`config.mk`:
```
export PLATFORM = sky130hd
export DESIGN_NAME = disp_scan_ctrl
export DESIGN_NICKNAME = d
export VERILOG_FILES = /design/src/rtl/disp_pkg.sv /design/src/rtl/seg7_decode.sv /design/src/rtl/disp_scan_ctrl.sv
export SDC_FILE = /design/constraint.sdc
export NUM_CORES = 1
export LEC_CHECK = 0
export BUFFER_PORTS_ARGS = -buffer_cell sky130_fd_sc_hd__clkbuf_2
export CORE_MARGIN = 4
export CORE_UTILIZATION = 45
export DETAILED_ROUTE_END_ITERATION = 10
export SLEW_MARGIN = 20
export SYNTH_ARGS = -nofsm -noshare
export SYNTH_HDL_FRONTEND = slang
export SYNTH_HIERARCHICAL = 1
export SYNTH_SLANG_ARGS = --single-unit
```
`constraint.sdc`:
```
create_clock -name clk -period 5.35 [get_ports clk]
set_clock_uncertainty 0.05 [all_clocks]
set_input_delay 0.2675 -clock clk [delete_from_list [all_inputs] [get_ports clk]]
set_output_delay 0.2675 -clock clk [all_outputs]
set_load 0.1 [all_outputs]
```
`src/rtl/disp_pkg.sv`:
```
// disp_pkg: shared constants, hex segment table and brightness mapping for the display scanner
//   DIGITS   : number of multiplexed digits
//   SEG_OFF  : active-low segment pattern with every segment dark
//   AN_OFF   : active-low anode pattern with every digit disabled
//   hex2seg  : 4-bit value to active-low a..g pattern (a on bit 0)
//   on_slots : brightness level to number of lit PWM slots out of 16
package disp_pkg;
   localparam int DIGITS = 4;
   localparam logic [6:0] SEG_OFF = 7'h7F;
   localparam logic [3:0] AN_OFF = 4'hF;
   localparam logic [6:0] SEG_TAB [16] = '{
      7'h40, 7'h79, 7'h24, 7'h30, 7'h19, 7'h12, 7'h02, 7'h78,
      7'h00, 7'h10, 7'h08, 7'h03, 7'h46, 7'h21, 7'h06, 7'h0E
   };
   function automatic logic [6:0] hex2seg(input logic [3:0] h);
      return SEG_TAB[h];
   endfunction
   // 4/8/12/16 lit slots; level 3 keeps the digit on for the whole period
   function automatic logic [4:0] on_slots(input logic [1:0] b);
      return {1'b0, b, 2'b00} + 5'd4;
   endfunction
endpackage

```
`src/rtl/seg7_decode.sv`:
```
// seg7_decode: combinational hex nibble to active-low 7-segment lookup
//   hex : nibble to display
//   seg : segments a..g on [0]..[6], active-low
module seg7_decode
   import disp_pkg::*;
(
   input  logic [3:0] hex,
   output logic [6:0] seg
);
   assign seg = hex2seg(hex);
endmodule

```
`src/rtl/disp_scan_ctrl.sv`:
```
// disp_scan_ctrl: 4-digit common-anode 7-segment scanner with PWM brightness and tear-free word updates
//   clk, rst_n       : clock, synchronous active-low reset
//   wr_valid/wr_data : producer word (digit0 in [3:0] .. digit3 in [15:12])
//   wr_ready         : pending buffer empty
//   bright           : brightness level 0..3, latched at each digit period start
//   blink_mask       : per-digit blink enable (only with DISP_SCAN_BLINK_EN defined)
//   seg, an          : registered active-low segment and anode drives
//   frame_done       : one-cycle pulse after each frame wrap
// Optional feature macro: DISP_SCAN_BLINK_EN (adds blink_mask and BLINK_FRAMES).
module disp_scan_ctrl
   import disp_pkg::*;
#(
   parameter int CLK_DIV = 625,
   parameter int PWM_STEPS = 16
`ifdef DISP_SCAN_BLINK_EN
   ,
   parameter int BLINK_FRAMES = 32
`endif
) (
   input  logic        clk,
   input  logic        rst_n,
   input  logic        wr_valid,
   input  logic [15:0] wr_data,
   output logic        wr_ready,
   input  logic [1:0]  bright,
`ifdef DISP_SCAN_BLINK_EN
   input  logic [3:0]  blink_mask,
`endif
   output logic [6:0]  seg,
   output logic [3:0]  an,
   output logic        frame_done
);
   localparam int PW = $clog2(CLK_DIV);
   logic [PW-1:0] presc_q, presc_d;
   logic [3:0] slot_q, slot_d;
   logic [1:0] digit_q, digit_d, bright_q, bright_d;
   logic [15:0] disp_q, disp_d, pend_q, pend_d;
   logic pend_full_q, pend_full_d, wr_ready_q, wr_ready_d, frame_done_q, frame_done_d;
   logic run_q, run_d;
   logic [6:0] seg_q, seg_d, dec_seg;
   logic [3:0] an_q, an_d, nib;
   logic tick, slot_wrap, frame_wrap, accept, blank, lit;
`ifdef DISP_SCAN_BLINK_EN
   localparam int FW = $clog2(BLINK_FRAMES + 1);
   logic [FW-1:0] fcnt_q, fcnt_d;
   logic phase_q, phase_d, phase_end;
`endif

   seg7_decode u_dec (.hex(nib), .seg(dec_seg));

   always_comb begin
      tick = presc_q == PW'(CLK_DIV - 1);
      slot_wrap = tick && slot_q == 4'(PWM_STEPS - 1);
      frame_wrap = slot_wrap && digit_q == 2'(DIGITS - 1);
      accept = wr_valid && wr_ready_q;
      presc_d = tick ? '0 : presc_q + PW'(1);
      slot_d = tick ? slot_q + 4'd1 : slot_q;
      digit_d = slot_wrap ? digit_q + 2'd1 : digit_q;
      bright_d = slot_wrap ? bright : bright_q;
      // a pending word only replaces the shown word at the frame wrap, so a frame is never mixed
      disp_d = (frame_wrap && pend_full_q) ? pend_q : disp_q;
      pend_d = accept ? wr_data : pend_q;
      pend_full_d = accept || (pend_full_q && !frame_wrap);
      // ready trails the pending flag by a cycle so it rises the cycle after frame_done
      wr_ready_d = !(pend_full_q || accept);
      frame_done_d = frame_wrap;
      // holds outputs dark on the first edge after reset release
      run_d = 1'b1;
      blank = 1'b0;
`ifdef DISP_SCAN_BLINK_EN
      phase_end = fcnt_q == FW'(BLINK_FRAMES - 1);
      fcnt_d = frame_wrap ? (phase_end ? '0 : fcnt_q + FW'(1)) : fcnt_q;
      phase_d = (frame_wrap && phase_end) ? !phase_q : phase_q;
      blank = phase_q && blink_mask[digit_q];
`endif
      nib = disp_q[4*digit_q +: 4];
      lit = run_q && !blank && ({1'b0, slot_q} < on_slots(bright_q));
      an_d = lit ? ~(4'b0001 << digit_q) : AN_OFF;
      seg_d = lit ? dec_seg : SEG_OFF;
   end

   always_ff @(posedge clk) begin
      if (!rst_n) begin
         presc_q <= '0;
         slot_q <= '0;
         digit_q <= '0;
         bright_q <= '0;
         disp_q <= '0;
         pend_q <= '0;
         pend_full_q <= 1'b0;
         wr_ready_q <= 1'b1;
         frame_done_q <= 1'b0;
         run_q <= 1'b0;
         seg_q <= SEG_OFF;
         an_q <= AN_OFF;
      end else begin
         presc_q <= presc_d;
         slot_q <= slot_d;
         digit_q <= digit_d;
         bright_q <= bright_d;
         disp_q <= disp_d;
         pend_q <= pend_d;
         pend_full_q <= pend_full_d;
         wr_ready_q <= wr_ready_d;
         frame_done_q <= frame_done_d;
         run_q <= run_d;
         seg_q <= seg_d;
         an_q <= an_d;
      end
   end

`ifdef DISP_SCAN_BLINK_EN
   always_ff @(posedge clk) begin
      if (!rst_n) begin
         fcnt_q <= '0;
         phase_q <= 1'b0;
      end else begin
         fcnt_q <= fcnt_d;
         phase_q <= phase_d;
      end
   end
`endif

   assign seg = seg_q;
   assign an = an_q;
   assign wr_ready = wr_ready_q;
   assign frame_done = frame_done_q;
endmodule

```
# Yosys cells after proc, flatten, opt, wreduce, memory -nomap -nowiden
# Memory sizes are Yosys's and may differ from the RTL's. A register that Yosys moved wholly into a read port is not among the register bits.
# Cells that the tools add are included.
[totals]
regBits = 58
latch_bits = 0
mem_bits_rw = 0
mem_bits_ro = 112
in_bits = 21
out_inout_bits = 13
elab_cells = 39
n_memories = 1
[classes]
add_sub_neg = 4
mul = 0
n_div = 0
n_lt_le_gt_ge = 1
eq_ne = 3
shift = 2
mux = 1
n_bitwise = 3
n_reduce_logical = 13
[memory_table]
columns = ["memory", "words", "word_bits", "read_ports", "rd_ports_with_merged_regs", "write_ports", "line_no", "source"]
rows = [
  ["(name not given)", 16, 7, 1, 1, 0, "disp_pkg.sv:16", "return SEG_TAB[h];"],
]
[ops]
columns = ["cell", "count"]
rows = [
  ["16-bit by 5-bit indexed part select with 4-bit output", 1],
  ["10-bit by 1-bit adder with 10-bit output (second input constant)", 1],
  ["10-bit equality test (second input constant)", 1],
  ["1-bit logical AND", 6],
  ["4-bit by 3-bit adder with 5-bit output (second input constant)", 1],
  ["4-bit by 5-bit < comparator with 1-bit output", 1],
  ["4-bit inverter with 5-bit output", 1],
  ["4-bit by 1-bit adder with 4-bit output (second input constant)", 1],
  ["4-bit equality test (second input constant)", 1],
  ["4-bit inverter", 1],
  ["1-bit by 2-bit left shift with 4-bit output (first input constant)", 1],
  ["1-bit logical NOT", 3],
  ["2-bit by 1-bit adder with 2-bit output (second input constant)", 1],
  ["2-bit equality test (second input constant)", 1],
  ["1-bit logical OR", 2],
  ["2-bit AND reduction", 1],
  ["2-bit OR reduction", 1],
  ["1-bit 2-to-1 mux", 1],
  ["1-bit inverter", 1],
]

# Logic depth before layout (Yosys ltp)
# Gate-level depths: netlist (run 1).
[logic_depth]
ltp_word = 6
depth_mapped = 8
ltp_nobuf = 7

# Cells and area by module
# Netlist (run 1), hierarchy kept.
[modules_own_cells]
columns = ["mod", "n_inst", "cells_each", "area_each_um2", "seq_area_each_um2"]
rows = [
  ["disp_scan_ctrl", 1, 281, 2665.1, 1301.2],
  ["seg7_decode", 1, 36, 256.5, 0.0],
]

# Worst setup path before layout (run 1)
# Ideal clock, no wire load.
[synth_path]
path_type = "register -> register"
start = "register digit_q[0]"
end = "register seg_q[3] (netlist: seg[3])"
setup_ns = 0.133
t_arrival_ns = 1.957
required_ns = 5.167
path_slack_ns = 3.210
stages_incl_launch_ff = 8
path_buffers = 1
synth_period_minus_slack_ns = 2.140
cell_sequence = "dfxtp_1 > clkbuf_1 > mux4_2 > ha_1 > or2_1 > a21oi_1 > a31oi_1 > nand3b_1"
[synth_via]
elab_chain_len = 2
[synth_lines]
columns = ["element", "line_no", "source"]
rows = [
  ["from (decl)", "disp_scan_ctrl.sv:36", "logic [1:0] digit_q, digit_d, bright_q, bright_d;"],
  ["from (signal assigned)", "disp_scan_ctrl.sv:99", "digit_q <= digit_d;"],
  ["16-bit by 5-bit indexed part select with 4-bit output", "disp_scan_ctrl.sv:76", "nib = disp_q[4*digit_q +: 4];"],
  ["named net nib[0]", "disp_scan_ctrl.sv:41", "logic [3:0] an_q, an_d, nib;"],
  ["4-bit inverter with 5-bit output (not written as such)", "disp_pkg.sv:16", ""],
  ["to (decl)", "disp_scan_ctrl.sv:40", "logic [6:0] seg_q, seg_d, dec_seg;"],
]
# The timed path passes the listed nets, and every way through them passes these cells.
# A chain may end at the register's enable or synchronous reset.

# Worst setup path in the final report (run 1)
[layout_path]
start = "register presc_q[0]"
end = "register bright_q[0]"
[layout_via]
elab_chain_len = 2
[layout_lines]
columns = ["element", "line_no", "source"]
rows = [
  ["from (decl)", "disp_scan_ctrl.sv:34", "logic [PW-1:0] presc_q, presc_d;"],
  ["from (signal assigned)", "disp_scan_ctrl.sv:97", "presc_q <= presc_d;"],
  ["10-bit equality test", "disp_scan_ctrl.sv:52", "tick = presc_q == PW'(CLK_DIV - 1);"],
  ["1-bit logical AND", "disp_scan_ctrl.sv:53", "slot_wrap = tick && slot_q == 4'(PWM_STEPS - 1);"],
  ["to (signal assigned)", "disp_scan_ctrl.sv:100", "bright_q <= bright_d;"],
  ["to (decl)", "disp_scan_ctrl.sv:36", ""],
]
# Every way passes these cells.

==> impl_summary.log, run 1 <==
INFO  metric worst-setup-path-type = flip-flop to flip-flop
INFO  metric headroom_to_the_max_slew_limit = 0.485
INFO  metric worstPathMaxFanout = 7
INFO  metric clk_root_buffer_cell = sky130_fd_sc_hd__clkbuf_8
INFO  metric port-buffer-count = 33
INFO  metric first_global_vias = 1923
INFO  metric setup_viol = 0
INFO  metric design.portCount = 34
INFO  metric cts_htree_levels = 3
INFO  metric unrepaired_setup_endpoints_after_global_routing = false
INFO  metric worstSkewPairLatency = 0.32 ns
INFO  metric ys.warnings.count = 6
INFO  metric detailedPlacementHpwl = 3560 µm
INFO  metric floorplan.die.height = 88.6 µm
INFO  metric core_area = 6310 µm²
INFO  metric nets = 383
INFO  metric crit_path_end_kind = flip-flop
INFO  metric clkSlewWorstSetupHoldPaths = 0.07 ns
INFO  metric mappedNetlistNets = 354
INFO  metric die-area = 7850 µm²
INFO  metric grt_start_max_net_pins = 69
INFO  metric finalHoldViolCount = 0
INFO  metric synth-seq-area-share = 0.445
INFO  metric cts.path.max_buffers = 2
INFO  metric clock-sinks = 65
INFO  metric tritoncts_clock_tree = built
INFO  metric final_core_utilization = 0.520
INFO  metric worst_setup_path_start_kind = flip-flop
INFO  metric floorplan.initialDensity = 0.463
INFO  metric vias_per_cell = 4.99
INFO  metric syn-cell-area = 2920 µm²
INFO  metric antenna_diode_count = 0
INFO  metric dr.pass1.iters = 4
INFO  metric drc_errors = 0
INFO  metric layout_min_cycle_time = 2.24 ns
INFO  metric grt.total_usage = 0.146
INFO  metric cp_data_required_time = 5.56 ns
INFO  metric drt-initial-drc-count = 61
INFO  metric floorplan.die.width = 88.6 µm
INFO  metric areaGrowthSynthToFinish = 12.3%
INFO  metric cts_made_buffers = 9
INFO  metric power.leakage = 1.21 nW
INFO  metric setup_tns = 0 ns
INFO  metric outcome = finished, final reports clean
INFO  metric synth_register_bits = 65
INFO  metric final_max_slew_viol_count = 0
INFO  metric num_rows = 29
INFO  metric routedWlPerCell = 12.1 µm
INFO  metric globalRouteOverflowTotal = 0
INFO  metric powerDensity = 288 nW/µm²
INFO  metric tightest_slew = 0.766 ns
INFO  metric cts_hold_repair.buffers = 0
INFO  metric ant_nets = 0
INFO  metric ir_drop = 219 µV
INFO  metric final.period_utilization = 0.420
INFO  metric postSynthAreaPerCell = 9.22 µm²
INFO  metric routed_wl = 5190 µm
INFO  metric postCtsSetupBuffers = 0
INFO  metric share_of_cells_above_drive_strength_1 = 0.165
INFO  metric antenna_violations_before_repair = 0
INFO  metric arrival = 2.45 ns
INFO  metric synth_cells = 317
INFO  metric max-cap-violations = 0
INFO  metric num_vias = 2137
INFO  metric place_congestion = 0.803
INFO  metric grt_first_pass_wirelength = 8870 µm
INFO  metric cts-resized-gates = 0
INFO  metric min-delay-path-class = input pin to flip-flop
INFO  metric netlist-cell-type-count = 41
INFO  metric max_freq = 0.445 GHz
[critical path: stages, from the launching register on]
cell,delay [ns]
sky130_fd_sc_hd__dfxtp_1,0.35
sky130_fd_sc_hd__inv_1,0.07
sky130_fd_sc_hd__ha_1,0.13
sky130_fd_sc_hd__or4b_1,0.60
sky130_fd_sc_hd__nor4_2,0.74
sky130_fd_sc_hd__mux2i_1,0.25
[cells in the mapped netlist]
cell	n	area, µm²
sky130_fd_sc_hd__a31oi_1	2	12.5
sky130_fd_sc_hd__nor4_4	1	21.3
sky130_fd_sc_hd__buf_4	1	7.51
sky130_fd_sc_hd__nand4_1	4	25.0
sky130_fd_sc_hd__o31ai_1	2	15.0
sky130_fd_sc_hd__xnor2_1	2	17.5
sky130_fd_sc_hd__and3_1	1	6.26
sky130_fd_sc_hd__o31ai_2	1	12.5
sky130_fd_sc_hd__o211ai_1	1	7.51
sky130_fd_sc_hd__and2_1	2	12.5
sky130_fd_sc_hd__o21ai_1	6	30.0
sky130_fd_sc_hd__nand2_2	1	6.26
sky130_fd_sc_hd__nor4_2	1	12.5
sky130_fd_sc_hd__or4_1	2	15.0
sky130_fd_sc_hd__clkbuf_1	13	48.8
sky130_fd_sc_hd__nand3_1	9	45.0
sky130_fd_sc_hd__xor2_1	1	8.76
sky130_fd_sc_hd__nor2_1	5	18.8
sky130_fd_sc_hd__o22ai_1	1	6.26
sky130_fd_sc_hd__a21oi_1	6	30.0
sky130_fd_sc_hd__or2_1	1	6.26
sky130_fd_sc_hd__inv_2	1	3.75
sky130_fd_sc_hd__mux2_1	1	11.3
sky130_fd_sc_hd__a21boi_0	17	128
sky130_fd_sc_hd__nand3b_1	8	60.1
sky130_fd_sc_hd__o21a_1	3	22.5
sky130_fd_sc_hd__nor3_1	1	5.00
sky130_fd_sc_hd__or4b_1	1	10.0
sky130_fd_sc_hd__mux2i_1	24	240
sky130_fd_sc_hd__o21ai_0	5	25.0
sky130_fd_sc_hd__nand4b_1	1	8.76
sky130_fd_sc_hd__o21bai_1	1	7.51
sky130_fd_sc_hd__dfxtp_1	65	1300
sky130_fd_sc_hd__nand2b_1	4	25.0
sky130_fd_sc_hd__nand2_1	84	315
sky130_fd_sc_hd__ha_1	16	200
sky130_fd_sc_hd__or3_1	4	25.0
sky130_fd_sc_hd__buf_6	3	33.8
sky130_fd_sc_hd__mux4_2	4	90.1
sky130_fd_sc_hd__nor4_1	1	6.26
sky130_fd_sc_hd__inv_1	10	37.5
[layer usage]
metal / track usage / vias up / share of wire
li1: - / 1139 / -
met1: 0.201 / 959 / 0.53
met2: 0.214 / 33 / 0.43
met3: 0.0335 / 6 / 0.034
met4: 0.0742 / 0 / 0.015
met5: 0 / - / 0
[state kept, by name (all words and copies together) (netlist names), 2 cells and up]
signal and flops:
presc_q 10, digit_q 2, pend_q 16, an 4, seg 7, slot_q 4, bright_q 2, disp_q 16
[path summary, 6_finish.rpt]
kind	startpoint	to	slack (ns)	cells past startpoint
max	presc_q[0]	bright_q[0]	3.11	5
min	wr_data[0]	pend_q[0]	0.12	3
max reg2reg	presc_q[0]	bright_q[0]	3.11	5
min reg2reg	pend_q[10]	disp_q[10]	0.41	2
[power by group]
group	internal, mW	switching [mW]	leakage, nW
logic	0.0198	0.0550	0.589
clock network	0.192	0.175	0.0932
registers	0.498	0.00711	0.530
[layout by cell type, fill, tap and decap left out, drive strengths merged]
cell type / netlist / layout
ha: 16 / 16
nand2: 85 / 85
nand3: 9 / 9
a21oi: 6 / 6
inv: 11 / 11
o21a: 3 / 3
o211ai: 1 / 1
xnor2: 2 / 2
nor4: 3 / 3
o21ai: 11 / 11
buf: 4 / 2
clkbuf: 13 / 46
or2: 1 / 1
or3: 4 / 4
nor2: 5 / 5
a31oi: 2 / 2
o31ai: 3 / 3
or4b: 1 / 1
dfxtp: 65 / 65
or4: 2 / 2
mux2: 1 / 1
nand3b: 8 / 8
and3: 1 / 1
nor3: 1 / 1
mux4: 4 / 4
o21bai: 1 / 1
nand2b: 4 / 4
a21boi: 17 / 17
nand4b: 1 / 1
mux2i: 24 / 24
and2: 2 / 2
clkinv: 0 / 3
xor2: 1 / 1
nand4: 4 / 4
o22ai: 1 / 1
[cells by family after synthesis]
kind of cell / after synthesis / share of synthesized area
AND/OR/NAND/NOR: 131 / 0.214
flip-flops: 65 / 0.445
AO/OA/AOI/OAI: 45 / 0.101
multiplexers: 29 / 0.117
buffers and inverters: 28 / 0.0450
adder cells (fa/ha/maj): 16 / 0.0685
XOR/XNOR: 3 / 0.00900
[layout make-up]
cell class / instances / area, µm²
tap: 77 / 96.3
sequential: 65 / 1300
timing repair buffer: 35 / 180
inverter: 11 / 41.3
multi-input combinational: 224 / 1490
clock buffer: 13 / 159
clock inverter: 3 / 15.0
fill: 630 / 3030
[per-stage QoR]
step	std cells	worst slack [ns]	power [mW]	area (µm²)	hold WS (ns)
after global placement	412	3.16	0.591	3110	0.392
final	428	3.11	0.946	3280	0.116
after detailed placement	412	3.11	0.592	3110	0.397
after floorplan	317	3.21	0.575	2920	0.245
after CTS	428	3.09	0.960	3280	0.0994
after global routing	428	2.93	0.991	3280	0.101
Power figures use the tool's default switching activity.
==> inputs of run 2 (changes only) <==
- ABC_AREA: unset -> 1
- PLACE_DENSITY: unset -> 0.66
- clock period: 5.35 -> 1.8 ns (I/O delays scaled with it)
==> run 2 against run 1 <==
Compared with the run above:
- final area rose by 15%
- final cell count rose by 32%
- synthesized area rose by 4.5%
- critical path type unchanged
- critical endpoint is now disp_q[0]
==> impl_summary.log, run 2 <==
INFO  metric floorplan.die.height = 90.4 µm (+2.0%)
INFO  metric finalHoldViolCount = 0 (unchanged)
INFO  metric port-buffer-count = 33 (unchanged)
INFO  metric headroom_to_the_max_slew_limit = 0.636 (+0.151)
INFO  metric share_of_cells_above_drive_strength_1 = 0.207 (+0.0413)
INFO  metric die-area = 8170 µm² (+4.1%)
INFO  metric synth-adder-area-share = 0.0655 (-0.00298)
INFO  metric tightest_slew = 0.548 ns (-0.218 ns)
INFO  metric design.portCount = 34 (unchanged)
INFO  metric ant_nets = 0 (unchanged)
INFO  metric drt-initial-drc-count = 101 (+66%)
INFO  metric layout.cells.most_common_list = sky130_fd_sc_hd__nand2_1, sky130_fd_sc_hd__inv_1, sky130_fd_sc_hd__dfxtp_1
INFO  metric outcome = finished, final reports clean
INFO  metric power_frac_clock = 0.358 (-0.029)
INFO  metric routed_wl = 6120 µm (+18%)
INFO  metric routedWlPerCell = 10.8 µm (-11%)
INFO  metric synthMostInstantiatedCell = sky130_fd_sc_hd__nand2_1
INFO  metric synth.mux.area_fraction = 0 (-0.117)
INFO  metric vias_per_cell = 4.73 (-5.3%)
INFO  metric net-switching-power = 0.694 mW (+190%)
INFO  metric synthArstFlopShare = 0 (unchanged)
INFO  metric layout.cells.most_common = sky130_fd_sc_hd__nand2_1
INFO  metric num_vias = 2675 (+25%)
INFO  metric synth_top_family_by_area = simple AND/OR/NAND/NOR gates
INFO  metric final_max_slew_viol_count = 0 (unchanged)
INFO  metric crit_path_end = disp_q[0]
INFO  metric worst_r2r_startpoint = presc_q[0]
INFO  metric layout_min_cycle_time = 1.67 ns (-0.578 ns)
INFO  metric power.leakage = 1.65 nW (+36%)
INFO  metric synth_compound_area_frac = 0.129 (+0.0275)
INFO  metric timing.reg2reg.worst_path_depth = 10 (+5)
INFO  metric crit_path_end_kind = flip-flop
INFO  metric final.period_utilization = 0.926 (+0.506)
INFO  metric unrepaired_setup_endpoints_after_global_routing = true
INFO  metric ranking_of_synthesized_cells_by_instance_count = sky130_fd_sc_hd__nand2_1, sky130_fd_sc_hd__inv_1, sky130_fd_sc_hd__dfxtp_1
INFO  metric netlist-cell-type-count = 29 (-29%)
INFO  metric top_regs = disp_q: 16 flops, pend_q: 16 flops, presc_q: 10 flops
INFO  metric max_freq = 0.600 GHz (+35%)
INFO  metric tritoncts_clock_tree = built
INFO  metric nets = 524 (+37%)
INFO  metric worst-setup-path-type = flip-flop to flip-flop
INFO  metric antenna_violations_before_repair = 0 (unchanged)
INFO  metric critical_path.startpoint = presc_q[0]
INFO  metric power_frac_comb = 0.102 (+0.023)
INFO  metric cts_htree_levels = 3 (unchanged)
INFO  metric final_core_utilization = 0.586 (+0.0662)
INFO  metric arrival = 1.84 ns (-0.61 ns)
INFO  metric clkSlewWorstSetupHoldPaths = 0.07 ns (about the same)
INFO  metric reg2reg_to = disp_q[0]
INFO  metric core_area = 6460 µm² (+2.3%)
INFO  metric floorplan.die.width = 90.4 µm (+2.0%)
INFO  metric syn-cell-area = 3050 µm² (+4.5%)
INFO  metric simple_gate_share_of_the_synthesized_area = 0.244 (+0.0305)
INFO  metric clk_root_buffer_cell = sky130_fd_sc_hd__clkbuf_8
INFO  metric setup_viol = 0 (unchanged)
INFO  metric grt_first_pass_wirelength = 10600 µm (+20%)
INFO  metric max-cap-violations = 0 (unchanged)
INFO  metric synth.top_cell.area_share = 0.426 (-0.0193)
INFO  metric ir_drop = 494 µV (+130%)
INFO  metric synthTopCellsByArea = sky130_fd_sc_hd__dfxtp_1, sky130_fd_sc_hd__nand2_1, sky130_fd_sc_hd__inv_1
INFO  metric synth_register_bits = 65 (unchanged)
INFO  metric antenna_diode_count = 0 (unchanged)
INFO  metric min-delay-path-class = input pin to flip-flop
INFO  metric cts.path.max_buffers = 2 (unchanged)
INFO  metric clock-sinks = 65 (unchanged)
INFO  metric grt_start_max_net_pins = 36 (-48%)
INFO  metric globalRouteOverflowTotal = 0 (unchanged)
INFO  metric worst_setup_path_start_kind = flip-flop
INFO  metric cp_data_required_time = 1.97 ns (-3.59 ns)
INFO  metric design_power_total = 2.79 mW (+200%)
INFO  metric cts_made_buffers = 9 (unchanged)
INFO  metric mappedNetlistNets = 462 (+31%)
INFO  metric timing.reg2reg.setup_slack = 0.13 ns (-2.97 ns)
INFO  metric synth_enable_flop_cells = 0 (unchanged)
INFO  metric synth_largest_area_cell = sky130_fd_sc_hd__dfxtp_1
INFO  metric internal_power = 2.10 mW (+200%)
INFO  metric sw_frac_of_total = 0.249 (-0.00133)
INFO  metric ys.warnings.count = 6 (unchanged)
INFO  metric first_global_vias = 2484 (+29%)
INFO  metric synth_xor_xnor_area_share = 0.00574 (-0.00326)
INFO  metric worstSkewPairLatency = 0.32 ns (about the same)
INFO  metric drc_errors = 0 (unchanged)
INFO  metric place_congestion = 0.851 (+6.0%)
INFO  metric grt.total_usage = 0.154 (+0.00801)
INFO  metric postSynthAreaPerCell = 7.19 µm² (-22%)
INFO  metric synthFlopType = sky130_fd_sc_hd__dfxtp_1
INFO  metric seq_power_share = 0.540 (+0.006)
INFO  metric areaGrowthSynthToFinish = 23.9%
INFO  metric synth-seq-area-share = 0.426 (-0.0193)
INFO  metric detailedPlacementHpwl = 4150 µm (+16%)
INFO  metric powerDensity = 737 nW/µm² (+160%)
INFO  metric dr.pass1.iters = 4 (unchanged)
INFO  metric synth_cells = 425 (+34%)
INFO  metric num_rows = 29 (unchanged)
INFO  metric filler_cell_count = 612 (-2.9%)
INFO  metric floorplan.initialDensity = 0.473 (+0.0101)
INFO  metric worstPathMaxFanout = 10 (+3)
## run 2: changes by cell type after synthesis, sizes merged, moves of 9 or more
cell    delta
inv       +70
o21ai     +22
a21boi    -17
nand3      +9
nand4     +15
mux2i     -24
nor2      +29
a21oi     +33
## run 2: power groups by stage
stage	registers, mW	clock network (mW)	logic (mW)
after global routing	1.51	1.08	0.316
after detailed placement	1.54	0	0.245
after floorplan	1.61	0	0.111
after global placement	1.54	0	0.241
final	1.51	0.998	0.284
after CTS	1.51	1.03	0.264
## run 2: metal layers
| layer | track usage | up-vias | wire length, µm |
|---|---|---|---|
| met5 | 0 | - | 0 |
| met4 | 0.0574 | 0 | 61 |
| met3 | 0.0325 | 5 | 219 |
| met2 | 0.259 | 42 | 2840 |
| met1 | 0.194 | 1171 | 2990 |
| li1 | - | 1457 | - |
## run 2: how the worst min path moves through the flow
stage | slack (ns) | to | from | cells past startpoint
global route | 0.03 | pend_q[6] | wr_data[6] | 3
detailed placement | 0.27 | run_q | rst_n | 1
CTS | 0.0004 | pend_q[11] | wr_data[11] | 3
floorplan | 0.07 | run_q | rst_n | 0
global placement | 0.26 | bright_q[0] | bright[0] | 3
finish | 0.003 | pend_q[11] | wr_data[11] | 3
## run 2: cells by family (layout without fill, tap and decap cells)
logic type / count (synthesis) / after routing
simple gates: 166 / 167
buf+inv: 100 / 163
compound gates: 76 / 76
flops: 65 / 65
fa+ha+maj: 16 / 16
xor+xnor: 2 / 2
## run 2: critical path, stage by stage, from the launching register on
cell and delay, ns:
sky130_fd_sc_hd__dfxtp_2 0.34, sky130_fd_sc_hd__inv_2 0.06, sky130_fd_sc_hd__ha_4 0.12, sky130_fd_sc_hd__nand2_2 0.06
sky130_fd_sc_hd__nor2_4 0.16, sky130_fd_sc_hd__nand3_4 0.11, sky130_fd_sc_hd__nor2_4 0.27, sky130_fd_sc_hd__clkbuf_16 0.21
sky130_fd_sc_hd__nand4_1 0.07, sky130_fd_sc_hd__nand2_1 0.07, sky130_fd_sc_hd__nor2_1 0.04
## run 2: what timing repair did
action                     CTS  global route
setup endpoints to repair    3            25
buffers inserted             0             8
gates cloned                 0             2
hold buffers                11             0
resized for setup            1            25
pin swaps                    0             9
hold endpoints to repair    11             0
## run 2: final cells by class
| class | instances | area [µm²] | area share |
|---|---|---|---|
| inverters | 82 | 314 | 0.0830 |
| clock buffers | 12 | 145 | 0.0383 |
| flip-flops and latches | 65 | 1310 | 0.345 |
| clock inverters | 1 | 5.00 | 0.00132 |
| well taps | 77 | 96.3 | 0.0255 |
| repair buffers | 68 | 485 | 0.128 |
| multi-input cells | 261 | 1430 | 0.379 |
## run 2: metrics by stage
| step | cell area, µm² | setup TNS (ns) | instances | hold slack, ns | setup WS [ns] |
|---|---|---|---|---|---|
| 6_report | 3780 | 0 | 566 | 0.00348 | 0.133 |
| 5_1_grt | 3780 | -0.136 | 566 | 0.0259 | -0.0268 |
| 4_1_cts | 3620 | 0 | 556 | 0.000371 | 0.0332 |
| 3_5_place_dp | 3360 | -0.0389 | 532 | 0.266 | -0.0173 |
| 3_3_place_gp | 3360 | 0 | 532 | 0.261 | 0.0573 |
| 2_1_floorplan | 3060 | 0 | 425 | 0.0677 | 0.0131 |
==> inputs of run 3 (changes only) <==
- PLACE_DENSITY: 0.66 -> 0.65
==> run 3 against run 2 <==
Compared with the run above:
- first-iteration DRC count grew 41%
- flip-flop and latch count is the same
- clock power grew 6%
- critical path type unchanged
- non-clock buffer count is the same
- final cell count is the same
- die area is the same
==> impl_summary.log, run 3 (synthesized netlist as in run 2, its figures left out) <==
INFO  metric outcome = finished, final reports clean
INFO  metric cp_num_buf_inv = 2 (unchanged)
INFO  metric antenna_diode_count = 0 (unchanged)
INFO  metric vias_per_cell = 4.75 (+0.41%)
INFO  metric core_area = 6460 µm² (unchanged)
INFO  metric clock-sinks = 65 (unchanged)
INFO  metric final_critical_path_setup_slack = 0.156 ns (+0.0224 ns)
INFO  metric num_rows = 29 (unchanged)
INFO  metric crit_path_end_kind = flip-flop
INFO  metric detailedPlace.worstSlack = -0.0128 ns (+0.00451 ns)
INFO  metric setup_viol = 0 (unchanged)
INFO  metric routedWlPerCell = 10.7 µm (-0.96%)
INFO  metric worst-setup-path-type = flip-flop to flip-flop
INFO  metric final_cell_count_no_fill = 566 (unchanged)
INFO  metric cts.path.max_buffers = 2 (unchanged)
INFO  metric final_max_slew_viol_count = 0 (unchanged)
INFO  metric power.leakage = 1.65 nW (-0.33%)
INFO  metric worstPathMaxFanout = 11 (+1)
INFO  metric design_power_total = 2.84 mW (+1.8%)
INFO  metric timing.hold.ws = 0.0321 ns (+0.0286 ns)
INFO  metric final_area = 3740 µm² (-1.3%)
INFO  metric wl_met1 = 2890 µm (-3.6%)
INFO  metric arrival = 1.82 ns (-0.02 ns)
INFO  metric power_frac_clock = 0.371 (+0.013)
INFO  metric worst_r2r_startpoint = bright_q[0]
INFO  metric port-buffer-count = 33 (unchanged)
INFO  metric grt_start_max_net_pins = 26 (-28%)
INFO  metric floorplan.initialDensity = 0.473 (unchanged)
INFO  metric dp.cells = 532 (unchanged)
INFO  metric share_of_cells_above_drive_strength_1 = 0.172 (-0.0348)
INFO  metric globalRouteOverflowTotal = 0 (unchanged)
INFO  metric highest_layer = met4
INFO  metric nets = 523 (-0.19%)
INFO  metric antenna_violations_before_repair = 0 (unchanged)
INFO  metric floorplan.die.width = 90.4 µm (unchanged)
INFO  metric place_congestion = 0.871 (+2.3%)
INFO  metric hold-path-cell-count = 3 (unchanged)
INFO  metric timing.reg2reg.worst_path_depth = 9 (-1)
INFO  metric sw_frac_of_total = 0.246 (-0.00285)
INFO  metric cp_data_required_time = 1.98 ns (about the same)
INFO  metric final_core_utilization = 0.578 (-0.00755)
INFO  metric max_freq = 0.608 GHz (+1.4%)
INFO  metric cts_htree_levels = 3 (unchanged)
INFO  metric placed_area = 3350 µm² (-0.37%)
INFO  metric worstHoldStart = wr_data[0]
INFO  metric ant_nets = 0 (unchanged)
INFO  metric die-area = 8170 µm² (unchanged)
INFO  metric floorplan.die.height = 90.4 µm (unchanged)
INFO  metric top_regs = disp_q: 16 flops, pend_q: 16 flops, presc_q: 10 flops
INFO  metric worstSkewPairLatency = 0.34 ns (+0.02 ns)
INFO  metric tightest_slew = 0.544 ns (-0.00389 ns)
INFO  metric first_global_vias = 2625 (+5.7%)
INFO  metric clk_root_buffer_cell = sky130_fd_sc_hd__clkbuf_8
INFO  metric critical-path-max-stage-delay = 0.33 ns (about the same)
INFO  metric headroom_to_the_max_slew_limit = 0.639 (+0.00258)
INFO  metric routed-wl-met2 = 2790 µm (-1.7%)
INFO  metric design.portCount = 34 (unchanged)
INFO  metric grt.total_usage = 0.164 (+0.00938)
INFO  metric cpLargestDelayFamily = adder cells
INFO  metric clkSlewWorstSetupHoldPaths = 0.06 ns (about the same)
INFO  metric cts_made_buffers = 9 (unchanged)
INFO  metric layout.cells.most_common_list = sky130_fd_sc_hd__nand2_1, sky130_fd_sc_hd__inv_1, sky130_fd_sc_hd__dfxtp_1
INFO  metric critical_path.startpoint = bright_q[0]
INFO  metric tritoncts_clock_tree = built
INFO  metric critical_path_s_slowest_cell = sky130_fd_sc_hd__dfxtp_1
INFO  metric ir_drop = 468 µV (-5.2%)
INFO  metric drt-initial-drc-count = 142 (+41%)
INFO  metric finalHoldViolCount = 0 (unchanged)
INFO  metric final.period_utilization = 0.913 (-0.0124)
INFO  metric layout_min_cycle_time = 1.64 ns (-0.0224 ns)
INFO  metric worst_setup_path_start_kind = flip-flop
INFO  metric areaGrowthSynthToFinish = 22.3%
INFO  metric max-cap-violations = 0 (unchanged)
INFO  metric internal_power = 2.14 mW (+2.2%)
INFO  metric layout.cells.most_common = sky130_fd_sc_hd__nand2_1
INFO  metric seq_power_share = 0.531 (-0.009)
INFO  metric power_frac_comb = 0.098 (-0.004)
INFO  metric num_vias = 2686 (+0.41%)
INFO  metric grt_first_pass_wirelength = 11000 µm (+3.9%)
INFO  metric detailedPlacementHpwl = 4240 µm (+2.3%)
INFO  metric min-delay-path-class = input pin to flip-flop
INFO  metric routed_wl = 6060 µm (-0.96%)
INFO  metric worst-path-stages = 9 (-1)
INFO  metric drc_errors = 0 (unchanged)
INFO  metric powerDensity = 760 nW/µm² (+3.2%)
INFO  metric net-switching-power = 0.699 mW (+0.65%)
INFO  metric dr.pass1.iters = 4 (unchanged)
INFO  metric critical_path.cell_chain = ha_1 > inv_1 > ha_1 > o21a_1 > nor2_1 > o21ai_0 > nor2_1 > buf_4 > nand2_1
INFO  metric setup_tns = 0 ns (unchanged)
INFO  metric total_met3_wirelength_after_detailed_routing = 215 µm (-1.8%)
run 3: final timing paths:
path                endpoint  slack [ns]
setup / recovery      seg[0]        0.16
hold / removal     pend_q[0]        0.03
setup reg to reg      seg[0]        0.16
hold reg to reg   presc_q[0]        0.39
run 3: layout make-up:
type,instances,area [µm²]
Timing Repair Buffer,68,475
Sequential cell,65,1300
Multi-Input combinational cell,260,1390
Clock buffer,14,163
Tap cell,77,96.3
Fill cell,639,2720
Inverter,82,308
run 3: layer usage:
metal	up-vias	track usage
li1	1459	-
met1	1173	0.186
met2	42	0.283
met3	12	0.0333
met4	0	0.0957
met5	-	0
run 3: worst register-to-register path: stages (launching register included):
cell,delay [ns]
sky130_fd_sc_hd__dfxtp_1,0.33
sky130_fd_sc_hd__ha_1,0.27
sky130_fd_sc_hd__inv_1,0.04
sky130_fd_sc_hd__ha_1,0.26
sky130_fd_sc_hd__o21a_1,0.10
sky130_fd_sc_hd__nor2_1,0.07
sky130_fd_sc_hd__o21ai_0,0.08
sky130_fd_sc_hd__nor2_1,0.10
sky130_fd_sc_hd__buf_4,0.18
sky130_fd_sc_hd__nand2_1,0.07
run 3: timing repair:
action	4_1_cts	5_1_grt
resized for setup	1	15
pin swaps	0	1
buffers inserted	0	2
hold buffers	17	0
endpoints found under the hold margin	17	0
setup endpoints to repair	3	24
cloned	0	1
run 3: power groups by stage:
| stage | combinational, mW | clock [mW] | sequential, mW |
|---|---|---|---|
| after floorplan | 0.111 | 0 | 1.61 |
| after global placement | 0.239 | 0 | 1.54 |
| after detailed placement | 0.244 | 0 | 1.54 |
| after CTS | 0.273 | 1.09 | 1.51 |
| after global routing | 0.309 | 1.16 | 1.51 |
| final | 0.278 | 1.06 | 1.51 |
